**config.mk**
```make
export PLATFORM = sky130hd
export DESIGN_NAME = upg_mode_ctrl
export DESIGN_NICKNAME = d
export VERILOG_FILES = /design/src/rtl/cpu_ctrl_pkg.sv /design/src/rtl/btn_debounce.sv /design/src/rtl/upg_mode_ctrl.sv
export SDC_FILE = /design/constraint.sdc
export NUM_CORES = 1
export LEC_CHECK = 0
export ABC_AREA = 1
export ABC_CLOCK_PERIOD_IN_PS = 1500
export BUFFER_PORTS_ARGS = -buffer_cell sky130_fd_sc_hd__buf_2
export CAP_MARGIN = 10
export CORE_ASPECT_RATIO = 0.9
export CORE_UTILIZATION = 45
export DETAILED_ROUTE_END_ITERATION = 8
export HOLD_SLACK_MARGIN = 0.1
export PLACE_DENSITY_LB_ADDON = 0.05
export SLEW_MARGIN = 20
export SYNTH_ARGS = -nofsm -noshare
export SYNTH_HDL_FRONTEND = slang
export SYNTH_SLANG_ARGS = --single-unit
```
**constraint.sdc**
```tcl
create_clock -name clk -period 1.5 [get_ports clk]
set_clock_uncertainty 0.05 [all_clocks]
set_input_delay 0.3 -clock clk [delete_from_list [all_inputs] [get_ports clk]]
set_output_delay 0.3 -clock clk [all_outputs]
set_load 0.005 [all_outputs]
```
**src/rtl/cpu_ctrl_pkg.sv**
```systemverilog
`default_nettype none
// +----------------------------------------------------------------------+
// | Package : cpu_ctrl_pkg                                               |
// | Purpose : Shared CPU / UART-programmer control types. Holds the FSM  |
// |           state encoding, the width of the state_dbg LED bus and the |
// |           per-state output table.                                    |
// | Revision: 1.0 - initial release                                      |
// +----------------------------------------------------------------------+
package cpu_ctrl_pkg;

  localparam int C_STATE_W = 3;

  typedef enum logic [C_STATE_W-1:0] {
    ST_LOCK_WAIT = 3'd0,
    ST_RESTART   = 3'd1,
    ST_RUN       = 3'd2,
    ST_DRAIN     = 3'd3,
    ST_PROG      = 3'd4
  } state_e;

  typedef struct packed {
    logic cpu_rst;
    logic upg_rst;
    logic upg_en;
  } ctrl_out_t;

  // Output levels for each state; unused encodings fall back to the
  // safe LOCK_WAIT levels (CPU and programmer both held in reset).
  function automatic ctrl_out_t state_outs(input state_e st);
    ctrl_out_t o;
    case (st)
      ST_RUN:   o = '{cpu_rst: 1'b0, upg_rst: 1'b1, upg_en: 1'b0};
      ST_PROG:  o = '{cpu_rst: 1'b1, upg_rst: 1'b0, upg_en: 1'b1};
      default:  o = '{cpu_rst: 1'b1, upg_rst: 1'b1, upg_en: 1'b0};
    endcase
    return o;
  endfunction

endpackage
`default_nettype wire

```
**src/rtl/btn_debounce.sv**
```systemverilog
`default_nettype none
// +----------------------------------------------------------------------+
// | Module  : btn_debounce                                               |
// | Purpose : Synchronizes a raw push-button and accepts a new level only|
// |           after DB_CYCLES consecutive identical samples. Emits a     |
// |           one-cycle press pulse on each accepted 0->1 change.        |
// | Ports   : clk    - clock                                             |
// |           rst    - asynchronous active-high reset                    |
// |           btn_in - raw, bouncy button input (async to clk)           |
// |           level  - debounced button level                            |
// |           press  - 1-cycle pulse on debounced rising edge            |
// | Revision: 1.0 - initial release                                      |
// +----------------------------------------------------------------------+
module btn_debounce #(
  parameter int DB_CYCLES = 20
) (
  input  logic clk,
  input  logic rst,
  input  logic btn_in,
  output logic level,
  output logic press
);

  localparam int C_CNT_W = (DB_CYCLES < 2) ? 1 : $clog2(DB_CYCLES + 1);
  localparam logic [C_CNT_W-1:0] C_CNT_LAST = C_CNT_W'(DB_CYCLES - 1);

  logic               r_sync1;
  logic               r_sync2;
  logic               r_level;
  logic               r_press;
  logic [C_CNT_W-1:0] r_cnt;

  logic w_diff;
  logic w_accept;

  // The count tracks how many consecutive samples disagree with the
  // accepted level; a sample matching the level breaks the run.
  assign w_diff   = (r_sync2 != r_level);
  assign w_accept = w_diff && (r_cnt == C_CNT_LAST);

  always_ff @(posedge clk or posedge rst) begin
    if (rst) begin
      r_sync1 <= 1'b0;
      r_sync2 <= 1'b0;
      r_level <= 1'b0;
      r_press <= 1'b0;
      r_cnt   <= '0;
    end else begin
      r_sync1 <= btn_in;
      r_sync2 <= r_sync1;
      r_press <= 1'b0;
      if (!w_diff) begin
        r_cnt <= '0;
      end else if (w_accept) begin
        r_level <= r_sync2;
        r_press <= r_sync2;
        r_cnt   <= '0;
      end else begin
        r_cnt <= r_cnt + 1'b1;
      end
    end
  end

  assign level = r_level;
  assign press = r_press;

endmodule
`default_nettype wire

```
**src/rtl/upg_mode_ctrl.sv**
```systemverilog
`default_nettype none
// +----------------------------------------------------------------------+
// | Module  : upg_mode_ctrl                                              |
// | Purpose : Sequences CPU reset and UART-programming mode. Waits for   |
// |           PLL lock, holds the CPU in reset for RST_CYCLES, runs it,  |
// |           and on a debounced button press drains the CPU for         |
// |           DRAIN_CYCLES before handing the memories to the programmer |
// |           until upg_done.                                            |
// | Ports   : clk        - clock (UART-programming clock)                |
// |           rst        - asynchronous active-high reset                |
// |           pll_locked - PLL lock, async to clk                        |
// |           btn_mode   - raw programming-request button                |
// |           upg_done   - programmer finished (level or pulse)          |
// |           cpu_rst    - CPU core reset, active high                   |
// |           upg_rst    - UART programmer reset, active high            |
// |           upg_en     - memories owned by the programmer              |
// |           state_dbg  - current FSM state encoding                    |
// | Revision: 1.0 - initial release                                      |
// +----------------------------------------------------------------------+
module upg_mode_ctrl
  import cpu_ctrl_pkg::*;
#(
  parameter int DB_CYCLES    = 20,
  parameter int DRAIN_CYCLES = 4,
  parameter int RST_CYCLES   = 8
) (
  input  logic                 clk,
  input  logic                 rst,
  input  logic                 pll_locked,
  input  logic                 btn_mode,
  input  logic                 upg_done,
  output logic                 cpu_rst,
  output logic                 upg_rst,
  output logic                 upg_en,
  output logic [C_STATE_W-1:0] state_dbg
);

  localparam int C_CNT_MAX = (DRAIN_CYCLES > RST_CYCLES) ? DRAIN_CYCLES : RST_CYCLES;
  localparam int C_CNT_W   = (C_CNT_MAX < 2) ? 1 : $clog2(C_CNT_MAX + 1);
  localparam logic [C_CNT_W-1:0] C_CNT_SAT   = '1;
  localparam logic [C_CNT_W-1:0] C_RST_LAST  = C_CNT_W'(RST_CYCLES - 1);
  localparam logic [C_CNT_W-1:0] C_DRN_LAST  = C_CNT_W'(DRAIN_CYCLES - 1);

  logic               r_lock_s1;
  logic               r_lock_s;
  state_e             r_state;
  logic [C_CNT_W-1:0] r_cnt;
  logic               r_cpu_rst;
  logic               r_upg_rst;
  logic               r_upg_en;

  state_e             w_state_nxt;
  ctrl_out_t          w_outs_nxt;
  logic               w_btn_level;
  logic               w_btn_press;
  logic               w_press;

  btn_debounce #(
    .DB_CYCLES (DB_CYCLES)
  ) u_btn_debounce (
    .clk    (clk),
    .rst    (rst),
    .btn_in (btn_mode),
    .level  (w_btn_level),
    .press  (w_btn_press)
  );

  // Pulse and level are updated on the same edge, so this qualification
  // never removes a genuine press; it only ties the pulse to a high level.
  assign w_press = w_btn_press & w_btn_level;

  always_ff @(posedge clk or posedge rst) begin
    if (rst) begin
      r_lock_s1 <= 1'b0;
      r_lock_s  <= 1'b0;
    end else begin
      r_lock_s1 <= pll_locked;
      r_lock_s  <= r_lock_s1;
    end
  end

  // Next state and next outputs. Outputs are derived from the next state
  // and registered so they change on the same edge as the state itself.
  always_comb begin
    w_state_nxt = r_state;
    if (!r_lock_s) begin
      // Loss of lock beats every other transition.
      w_state_nxt = ST_LOCK_WAIT;
    end else begin
      case (r_state)
        ST_LOCK_WAIT: w_state_nxt = ST_RESTART;
        ST_RESTART:   if (r_cnt == C_RST_LAST) w_state_nxt = ST_RUN;
        ST_RUN:       if (w_press)             w_state_nxt = ST_DRAIN;
        ST_DRAIN:     if (r_cnt == C_DRN_LAST) w_state_nxt = ST_PROG;
        ST_PROG:      if (upg_done)            w_state_nxt = ST_RESTART;
        default:      w_state_nxt = ST_LOCK_WAIT;
      endcase
    end
    w_outs_nxt = state_outs(w_state_nxt);
  end

  always_ff @(posedge clk or posedge rst) begin
    if (rst) begin
      r_state   <= ST_LOCK_WAIT;
      r_cnt     <= '0;
      r_cpu_rst <= 1'b1;
      r_upg_rst <= 1'b1;
      r_upg_en  <= 1'b0;
    end else begin
      r_state   <= w_state_nxt;
      r_cpu_rst <= w_outs_nxt.cpu_rst;
      r_upg_rst <= w_outs_nxt.upg_rst;
      r_upg_en  <= w_outs_nxt.upg_en;
      // Cleared on any state change; saturates so long stays never wrap.
      if (w_state_nxt != r_state) begin
        r_cnt <= '0;
      end else if (r_cnt != C_CNT_SAT) begin
        r_cnt <= r_cnt + 1'b1;
      end
    end
  end

  assign cpu_rst   = r_cpu_rst;
  assign upg_rst   = r_upg_rst;
  assign upg_en    = r_upg_en;
  assign state_dbg = r_state;

endmodule
`default_nettype wire

```
==> results.py <==
metrics = {
    "global_route": {
        "first_global_vias": 657,
        "gr-total-overflow": 0,
        "grt_pass1_wl_um": 2650,
        "track_usage_pct": 16.3,
        "grt_antenna_before_repair": 0,
        "grt_start_max_net_pins": 22,
    },
    "timing": {
        "relSlewSlack_pct": 82.1,
        "final-hold-violation-count": 0,
        "tns_ns": 0,
        "rsz0062_at_grt": "true",
        "slew_viol_final": 0,
        "final_min_period_over_clock_period_pct": 99.1,
        "fmax_ghz": 0.673,
        "layout_min_cycle_time_ns": 1.49,
        "worstMarginPinSlew_ns": 0.268,
        "setup_viol": 0,
        "layout_setup_ws_ns": 0.0136,
    },
    "power": {
        "vdd_ir_drop_max_v": 0.000725,
        "cellInternalPower_mw": 0.735,
        "p_switching_mw": 0.231,
        "power.share.sequential_pct": 63.2,
        "power.static_leakage_nw": 0.627,
        "power.switching_fraction_pct": 23.9,
        "share_comb_of_total_power_pct": 9.3,
        "clkPwrFrac_pct": 27.5,
        "report.power.total_mw": 0.966,
        "power_density_nw_per_um2": 824,
    },
    "final_layout": {
        "finalCoreUtilization_pct": 60.0,
        "syn_to_final_growth_pct": 24.1,
        "fillCellCount": 168,
        "drive_gt1_share_pct": 31.0,
        "n_antenna_cell": 0,
        "final_nets": 137,
    },
    "worst_setup_path": {
        "slowest_delay_ns": 0.41,
        "worst_setup_ep_type": "register",
        "critical_path_peak_fanout": 6,
        "cp_cell_sequence": "ha_4 -> nand2_2 -> nor2_2 -> nand2_1 -> nand3_2 -> nand2_2 -> nand2_1 -> nand2_1 -> nor2_2 -> nand2_2 -> nor2_2",
        "critical_path.startpoint_type": "register",
        "crit_buf_inv": 0,
        "critPathRequiredTime_ns": 1.69,
        "critPathKind": "register to register",
        "cp_slowest_cell": "dfrtp_1",
        "path_delay_family": "simple AND/OR/NAND/NOR gates",
        "worstPathArrival_ns": 1.67,
    },
    "clock_tree": {
        "cts.htree.levels": 1,
        "clock_buffer_depth": 2,
        "cts.root.buffer_cell": "clkbuf_4",
        "worst_setup_hold_path_clk_slew_ns": 0.10,
        "skew_pair_late_insertion_delay_ns": 0.31,
        "tritoncts.num_buffers": 3,
        "cts_num_sinks": 21,
        "cts_tree": "yes",
    },
    "drt": {
        "routed_via_density": 4.82,
        "route.vias.total": 742,
        "route.antenna.remaining_nets": 0,
        "route.detailed.wl_per_inst_um": 11.0,
        "finalWirelength_um": 1690,
        "drt_iter0_drc": 16,
        "drc_errors": 0,
        "first_pass_iters": 4,
    },
    "synthesis": {
        "count_leader_synth": "nand2_1",
        "syn_nets": 113,
        "post_synth_inst_count": 106,
        "ys_async_sr_fraction_pct": 100,
        "post-synth-top-area-cell": "dfrtp_1",
        "syn_area_per_cell_um2": 8.90,
        "post_synth_most_frequent_cells": "nand2_1 (23), dfrtp_1 (19), inv_1 (17)",
        "ys_warn_count": 0,
        "synth_edf_count": 0,
        "seq_total_area_yosys_pct": 56.0,
        "synthFlopType": "dfrtp_1",
        "post_synth_instance_area_um2": 943,
        "ys_top_cells_by_area": "dfrtp_1 (50%), nand2_1 (9.2%), inv_1 (6.8%)",
        "netlist-cell-type-count": 17,
        "yosysTopAreaCellShare_pct": 50.4,
        "postSynthRegisterBits": 21,
    },
    "floorplan": {
        "die_area_um2": 2280,
        "fp-row-count": 15,
        "die_width_um": 50.3,
        "top_level_ports": 11,
        "coreArea_um2": 1950,
        "initial_core_util_pct": 48.3,
        "die_height_um": 45.4,
    },
    "placed_design": {
        "hpwlAfterDp_um": 1130,
        "globalplace.congestion": 0.808,
        "numPortBuffers": 10,
        "place_worst_setup_slack_ns": -0.0353,
    },
    "run_status": {
        "status": "complete, no violations",
    },
    "run": {
        "maxcap_violations": 0,
    },
    "hold_path": {
        "hold_path.class": "register to register",
    },
}
-- power groups by stage --
stage	Combinational (mW)	Sequential, mW	Clock, mW
after floorplan	0.0526	0.613	0
after global placement	0.0763	0.615	0
after detailed placement	0.0776	0.616	0
after CTS	0.0864	0.608	0.275
after global routing	0.106	0.613	0.295
final	0.0900	0.610	0.265
-- what timing repair did --
| item | CTS | global route |
|---|---|---|
| pin swaps | 0 | 1 |
| hold buffers | 3 | 0 |
| gates cloned | 0 | 0 |
| setup buffers | 0 | 3 |
| gates resized for setup | 2 | 13 |
| setup endpoints to repair | 4 | 10 |
| endpoints found under the hold margin | 21 | 0 |
-- final cells by class --
cell class	count	area, µm²	share of cell area (%)
Clock buffer	4	26.3	2.24
Multi-Input combinational cell	68	393	33.5
Sequential cell	21	532	45.4
Inverter	17	63.8	5.45
Tap cell	25	31.3	2.67
Timing Repair Buffer	19	125	10.7
-- placed cells by master, fill, tap and decap left out, types with 3 or more instances in the layout --
| cell type | Yosys | layout |
|---|---|---|
| buf_2 | 0 | 10 |
| buf_4 | 0 | 6 |
| clkbuf_4 | 0 | 3 |
| dfrtp_1 | 19 | 16 |
| dfrtp_2 | 0 | 3 |
| dlygate4sd3_1 | 0 | 3 |
| inv_1 | 17 | 16 |
| nand2_1 | 23 | 20 |
| nand2_2 | 2 | 5 |
| nand3_1 | 10 | 9 |
| nand4_1 | 4 | 4 |
| nor2_1 | 15 | 11 |
| nor2_2 | 1 | 5 |
| xor2_1 | 3 | 3 |
-- through the flow --
stage,hold slack (ns),std cells,instance area (µm²)
floorplan,0.225,106,943
global placement,0.284,144,1050
detailed placement,0.289,144,1050
CTS,0.313,151,1120
global route,0.328,154,1170
finish,0.309,154,1170
-- sequential cells by signal, summed over array words and instances, names as in the netlist --
| signal | cells |
|---|---|
| cpu_rst | 1 |
| r_cnt | 4 |
| r_lock_s | 1 |
| r_lock_s1 | 1 |
| state_dbg | 3 |
| u_btn_debounce.level | 1 |
| u_btn_debounce.press | 1 |
| u_btn_debounce.r_cnt | 5 |
| u_btn_debounce.r_sync1 | 1 |
| u_btn_debounce.r_sync2 | 1 |
| upg_en | 1 |
| upg_rst | 1 |
-- cells by family (layout without fill, tap and decap cells) --
kind of cell	count (synthesis)	count (layout)	share of synthesized area, %
muxes	1	1	1.19
xor gates and xnor gates	5	5	4.64
DFF	21	21	56.0
buffers and inverters	17	40	6.76
AOI/OAI and AO/OA	3	3	1.86
and+or+nand+nor	57	57	26.9
adders and majority gates	2	2	2.65
-- routing by layer --
layer | GRT usage, % | up-vias | routed length [µm]
li1 | - | 377 | -
met1 | 20.6 | 336 | 784
met2 | 25.1 | 25 | 777
met3 | 6.33 | 4 | 110
met4 | 7.43 | 0 | 18
met5 | 0 | - | 0
-- final timing paths --
check / start / to / slack [ns] / cells after the start
hold / removal: r_lock_s1 / r_lock_s / 0.31 / 0
setup reg to reg: r_cnt[1] / r_cnt[2] / 0.01 / 11
min in group asynchronous: rst / u_btn_debounce.r_cnt[0] / 0.49 / 4
hold reg to reg: r_lock_s1 / r_lock_s / 0.31 / 0
setup / recovery: r_cnt[1] / r_cnt[2] / 0.01 / 11
max in group asynchronous: rst / cpu_rst / 0.64 / 4
Note: power is estimated with default switching activity, not from simulation.
